===== src/rtl/lcd_hd44780_ctrl.sv =====
// HD44780 character-LCD bus controller: runs the power-up init sequence, then turns
// toggle-handshaked command/data words from the LCD output register into timed EN strobes.
module lcd_hd44780_ctrl #(
  parameter int unsigned T_PWRUP     = 750000,
  parameter int unsigned T_SETUP     = 2,
  parameter int unsigned T_EN        = 12,
  parameter int unsigned T_HOLD      = 2,
  parameter int unsigned T_EXEC      = 2000,
  parameter int unsigned T_EXEC_LONG = 82000,
  parameter int unsigned CNT_W       = 20
) (
  input  logic        i_clk,
  input  logic        i_reset,
  input  logic [31:0] i_io_lcd,
  output logic [7:0]  o_lcd_data,
  output logic        o_lcd_rs,
  output logic        o_lcd_rw,
  output logic        o_lcd_en,
  output logic        o_lcd_on,
  output logic        o_busy,
  output logic        o_init_done
);

  typedef enum logic [2:0] {
    ST_PWRUP, ST_LOAD, ST_SETUP, ST_PULSE, ST_HOLD, ST_EXEC, ST_IDLE
  } state_t;

  localparam logic [CNT_W-1:0] PWRUP_LAST = CNT_W'(T_PWRUP - 1);
  localparam logic [CNT_W-1:0] SETUP_LAST = CNT_W'(T_SETUP - 1);
  localparam logic [CNT_W-1:0] EN_LAST    = CNT_W'(T_EN - 1);
  localparam logic [CNT_W-1:0] HOLD_LAST  = CNT_W'(T_HOLD - 1);
  localparam logic [CNT_W-1:0] EXEC_LAST  = CNT_W'(T_EXEC - 1);
  localparam logic [CNT_W-1:0] LONG_LAST  = CNT_W'(T_EXEC_LONG - 1);

  state_t           state;
  logic [CNT_W-1:0] timer;
  logic             ack_tog;
  logic [1:0]       init_idx;
  logic [8:0]       req_q;
  logic             pending;
  logic             is_long;
  logic [CNT_W-1:0] exec_last;
  logic             unused_bits;

  function automatic logic [7:0] init_cmd(input logic [1:0] idx);
    case (idx)
      2'd0:    return 8'h38;  // 8-bit bus, 2 lines, 5x8 font
      2'd1:    return 8'h0C;  // display on, cursor off
      2'd2:    return 8'h01;  // clear
      default: return 8'h06;  // entry mode: increment, no shift
    endcase
  endfunction

  assign pending     = (i_io_lcd[30] != ack_tog);
  // Clear (0x01) and return-home (0x02/0x03) need the long execution wait.
  assign is_long     = !o_lcd_rs && (o_lcd_data[7:2] == 6'd0) && (o_lcd_data[1:0] != 2'd0);
  assign exec_last   = is_long ? LONG_LAST : EXEC_LAST;
  assign o_lcd_rw    = 1'b0;
  assign unused_bits = ^i_io_lcd[29:9];

  always_ff @(posedge i_clk or negedge i_reset) begin
    if (!i_reset) begin
      o_lcd_on <= 1'b0;
    end else begin
      o_lcd_on <= i_io_lcd[31];
    end
  end

  // NOTE: all state and output registers use non-blocking assignments so every
  // branch below reads the pre-edge values, exactly as the flops will.
  always_ff @(posedge i_clk or negedge i_reset) begin
    if (!i_reset) begin
      state       <= ST_PWRUP;
      timer       <= '0;
      ack_tog     <= 1'b0;
      init_idx    <= 2'd0;
      req_q       <= 9'd0;
      o_lcd_data  <= 8'd0;
      o_lcd_rs    <= 1'b0;
      o_lcd_en    <= 1'b0;
      o_busy      <= 1'b1;
      o_init_done <= 1'b0;
    end else begin
      case (state)
        ST_PWRUP: begin
          if (timer == PWRUP_LAST) begin
            timer <= '0;
            state <= ST_LOAD;
          end else begin
            timer <= timer + CNT_W'(1);
          end
        end
        ST_LOAD: begin
          if (!o_init_done) begin
            o_lcd_rs   <= 1'b0;
            o_lcd_data <= init_cmd(init_idx);
          end else begin
            o_lcd_rs   <= req_q[8];
            o_lcd_data <= req_q[7:0];
          end
          timer <= '0;
          state <= ST_SETUP;
        end
        ST_SETUP: begin
          if (timer == SETUP_LAST) begin
            timer    <= '0;
            o_lcd_en <= 1'b1;
            state    <= ST_PULSE;
          end else begin
            timer <= timer + CNT_W'(1);
          end
        end
        ST_PULSE: begin
          if (timer == EN_LAST) begin
            timer    <= '0;
            o_lcd_en <= 1'b0;
            state    <= ST_HOLD;
          end else begin
            timer <= timer + CNT_W'(1);
          end
        end
        ST_HOLD: begin
          if (timer == HOLD_LAST) begin
            timer <= '0;
            state <= ST_EXEC;
          end else begin
            timer <= timer + CNT_W'(1);
          end
        end
        ST_EXEC: begin
          if (timer == exec_last) begin
            timer <= '0;
            if (!o_init_done && (init_idx != 2'd3)) begin
              init_idx <= init_idx + 2'd1;
              state    <= ST_LOAD;
            end else begin
              o_init_done <= 1'b1;
              o_busy      <= 1'b0;
              state       <= ST_IDLE;
            end
          end else begin
            timer <= timer + CNT_W'(1);
          end
        end
        ST_IDLE: begin
          // Requests that toggled while busy are still pending here and get taken now.
          if (pending) begin
            req_q   <= i_io_lcd[8:0];
            ack_tog <= i_io_lcd[30];
            o_busy  <= 1'b1;
            timer   <= '0;
            state   <= ST_LOAD;
          end
        end
        default: begin
          timer <= '0;
          state <= ST_PWRUP;
        end
      endcase
    end
  end

endmodule

===== config.mk =====
export PLATFORM = sky130hd
export DESIGN_NAME = lcd_hd44780_ctrl
export DESIGN_NICKNAME = d
export VERILOG_FILES = /design/src/rtl/lcd_hd44780_ctrl.sv
export SDC_FILE = /design/constraint.sdc
export NUM_CORES = 1
export LEC_CHECK = 0
export BUFFER_PORTS_ARGS = -buffer_cell sky130_fd_sc_hd__buf_2
export CAP_MARGIN = 20
export CORE_AREA = 2 2 72 74
export DETAILED_ROUTE_END_ITERATION = 10
export DIE_AREA = 0 0 74 76
export GPL_TIMING_DRIVEN = 0
export PLACE_DENSITY = 0.81
export SLEW_MARGIN = 20
export SYNTH_ARGS = -nofsm -noshare
export SYNTH_HDL_FRONTEND = slang
export SYNTH_SLANG_ARGS = --single-unit

===== constraint.sdc =====
create_clock -name i_clk -period 2.95 [get_ports i_clk]
set_input_delay 0.1475 -clock i_clk [delete_from_list [all_inputs] [get_ports i_clk]]
set_output_delay 0.1475 -clock i_clk [all_outputs]
set_load 0.05 [all_outputs]

==> results.cfg <==
[run_status]
outcome = finished clean

[critical_path]
path_class = flop to flop
critPathTopFamily = simple AND/OR/NAND/NOR gates
r2r_cells = 7
critical_path_buf_inv_count = 1
end_kind = flop
cp_slowest_cell = or4_4
arrival_ns = 2.82
regToRegSetupSlack_ns = 0.31
r2r-start = timer[11]
worstPathMaxFanout = 10
path_cells = or3_1 > or4_4 > nor4_2 > o22ai_2 > nor3_2 > buf_4 > o22ai_1
crit_required_ns = 3.13
r2r_end = timer[18]
critPathLaunchType = flop
slowest_delay_ns = 0.46

[drt]
drc = 0
vias_per_cell = 5.70
wirelength_um = 5730
vias = 2185
antenna_left = 0
initialDrtViolationCount = 92
wl_per_cell_um = 15.0
drtPass1Iterations = 4

[synthesis]
synth_edf_count = 0
syn_inst = 278
synth_top_area_share = 0.459
synth_nets = 318
synth_area_um2 = 2560
ys_ff_latch = 48
synthArstFlopShare = 1.00
syn_area_per_cell_um2 = 9.22
synth_area_leaders = dfrtp_1 46%, nand2_1 5.7%, o21ai_0 5.3%, mux2_2 4.8%, nor3_1 3.3%
synth-main-ff-cell = dfrtp_1
synth_cell_types = 47
synth_top_cell_by_area = dfrtp_1
synth-seq-area-share = 0.469
yosys_warnings = 0

[clock_tree]
clk_path_buf_depth = 2
ctsHtreeMaxLevel = 2
cts_root_buffer = clkbuf_8
cts_resized = 0
cts_sinks = 48
clkTransAtPathRegs_ns = 0.09
clk_latency_ns = 0.30
cts_buffers = 5
postCtsSetupBuffers = 0
cts_tree = built

[cells_and_area]
final_nets = 352
layout_common_cells = 47 x dfrtp_1, 39 x nand2_1, 27 x o21ai_0
final_layout_size_suffix_gt1_frac = 0.176
final_common_cell = dfrtp_1
area_delta_synth_final_pct = 14.3
antennaDiodeCount = 0
design_area_um2 = 2930

[floorplanning]
core-area_um2 = 4910
die_height_um = 76
pin_count = 48
fp.dieArea_um2 = 5620
initial_core_util = 0.522
rows = 26
chipWidth_um = 74

[timing]
hold_viol = 0
finalMaxSlewViolations = 0
finalSetupViolCount = 0
worst_pin_slew_ns = 0.839
rsz0062_at_grt = no
relSlewSlack = 0.438
min_period_ns = 2.64
finalCritPeriodShare = 0.896
setup_ws_ns = 0.307
setup-tns-final_ns = 0
hold_ws_ns = 0.0736
fmax_mhz = 378
fin_skew_ns = 0.00779

[placement]
placed_area_um2 = 2780
io_buffer_count = 25
place_ws_ns = 0.331
hpwl_um = 4050
gp_congestion = 0.969

[min_path]
whs_endpoint = req_q[8]
hp-class = primary input to flop
hp-start = i_io_lcd[8]
hold_path_depth = 2

[grt]
globalRouteOverflowTotal = 0
grt.total_usage = 0.218
antenna_found_initial = 0
grt_max_degree = 49
grt_pass1_vias = 2060
grt_pass1_wl_um = 9660

[pwr]
p_leak_nw = 1.27
max-vdd-ir-drop_mv = 0.217
powerDensity_nw_per_um2 = 434

[flow_run]
cap_violations = 0
==> registers in the layout, summed over array words and instances (netlist names) <==
register,count
o_lcd_rs,1
o_lcd_data,8
init_idx,2
ack_tog,1
o_init_done,1
state,3
req_q,9
o_lcd_en,1
o_busy,1
timer,20
o_lcd_on,1
==> per-stage QoR <==
stage          std cells   util  power, mW
2_1_floorplan        278      -      0.700
3_3_place_gp         373  0.565      0.723
3_5_place_dp         373  0.565      0.725
4_1_cts              382  0.594       1.29
5_1_grt              383  0.597       1.32
6_report             383  0.597       1.27
==> how the worst max path moves through the flow <==
stage	start	endpoint	cells past startpoint
3_3_place_gp	timer[11]	timer[18]	7
2_1_floorplan	timer[11]	timer[18]	7
3_5_place_dp	timer[11]	timer[18]	7
5_1_grt	timer[11]	timer[18]	7
6_report	timer[11]	timer[18]	7
4_1_cts	timer[11]	timer[18]	7
==> worst register-to-register path, stage by stage, from the launching register on <==
cell and delay [ns]:
dfrtp_1 0.44, or3_1 0.41, or4_4 0.46, nor4_2 0.29
o22ai_2 0.21, nor3_2 0.34, buf_4 0.26, o22ai_1 0.11
==> Yosys cell counts (all sizes together), types with 4 or more instances <==
cell    number
dfrtp       47
nand2       39
o21ai       27
nor2        21
nor3        18
clkbuf      13
mux2        11
nand3        8
a21oi        7
nand4        7
ha           6
inv          6
mux2i        6
o22ai        6
o31ai        6
xnor2        6
nand2b       5
nor4         4
or4          4
==> repair_timing <==
action / CTS / global route
endpoints found under the setup margin: 0 / 0
endpoints found under the hold margin: 1 / 47
hold buffers: 1 / 1
==> routing by layer <==
metal	vias to the layer above	global-route usage	share of wire
li1	1058	-	-
met1	1041	0.289	0.43
met2	72	0.353	0.49
met3	14	0.0450	0.055
met4	0	0.0745	0.024
met5	-	0	0
==> cell type report <==
type,instances,area (µm²)
Timing Repair Buffer,27,148
Buffer,16,68.8
Clock inverter,2,60.1
Fill cell,422,1980
Clock buffer,6,72.6
Inverter,6,22.5
Tap cell,70,87.6
Sequential cell,48,1200
Multi-Input combinational cell,208,1270
==> where the power goes <==
part	switching (mW)	total [mW]	internal (mW)
Sequential	0.00431	0.671	0.666
Clock	0.221	0.560	0.339
Combinational	0.0266	0.0427	0.0162
Total	0.252	1.27	1.02
==> logic make-up (layout without fill, tap and decap cells) <==
family,after synthesis,count (layout),share of synthesized area
multiplexers,17,17,0.0717
adder cells (fa/ha/maj),6,6,0.0293
AND/OR/NAND/NOR,120,120,0.232
flip-flops,48,48,0.469
other,1,1,0.00146
AO/OA/AOI/OAI,57,57,0.137
XOR/XNOR,7,7,0.0239
buffers and inverters,22,57,0.0356
No activity file was read; power rests on OpenSTA's default activity.
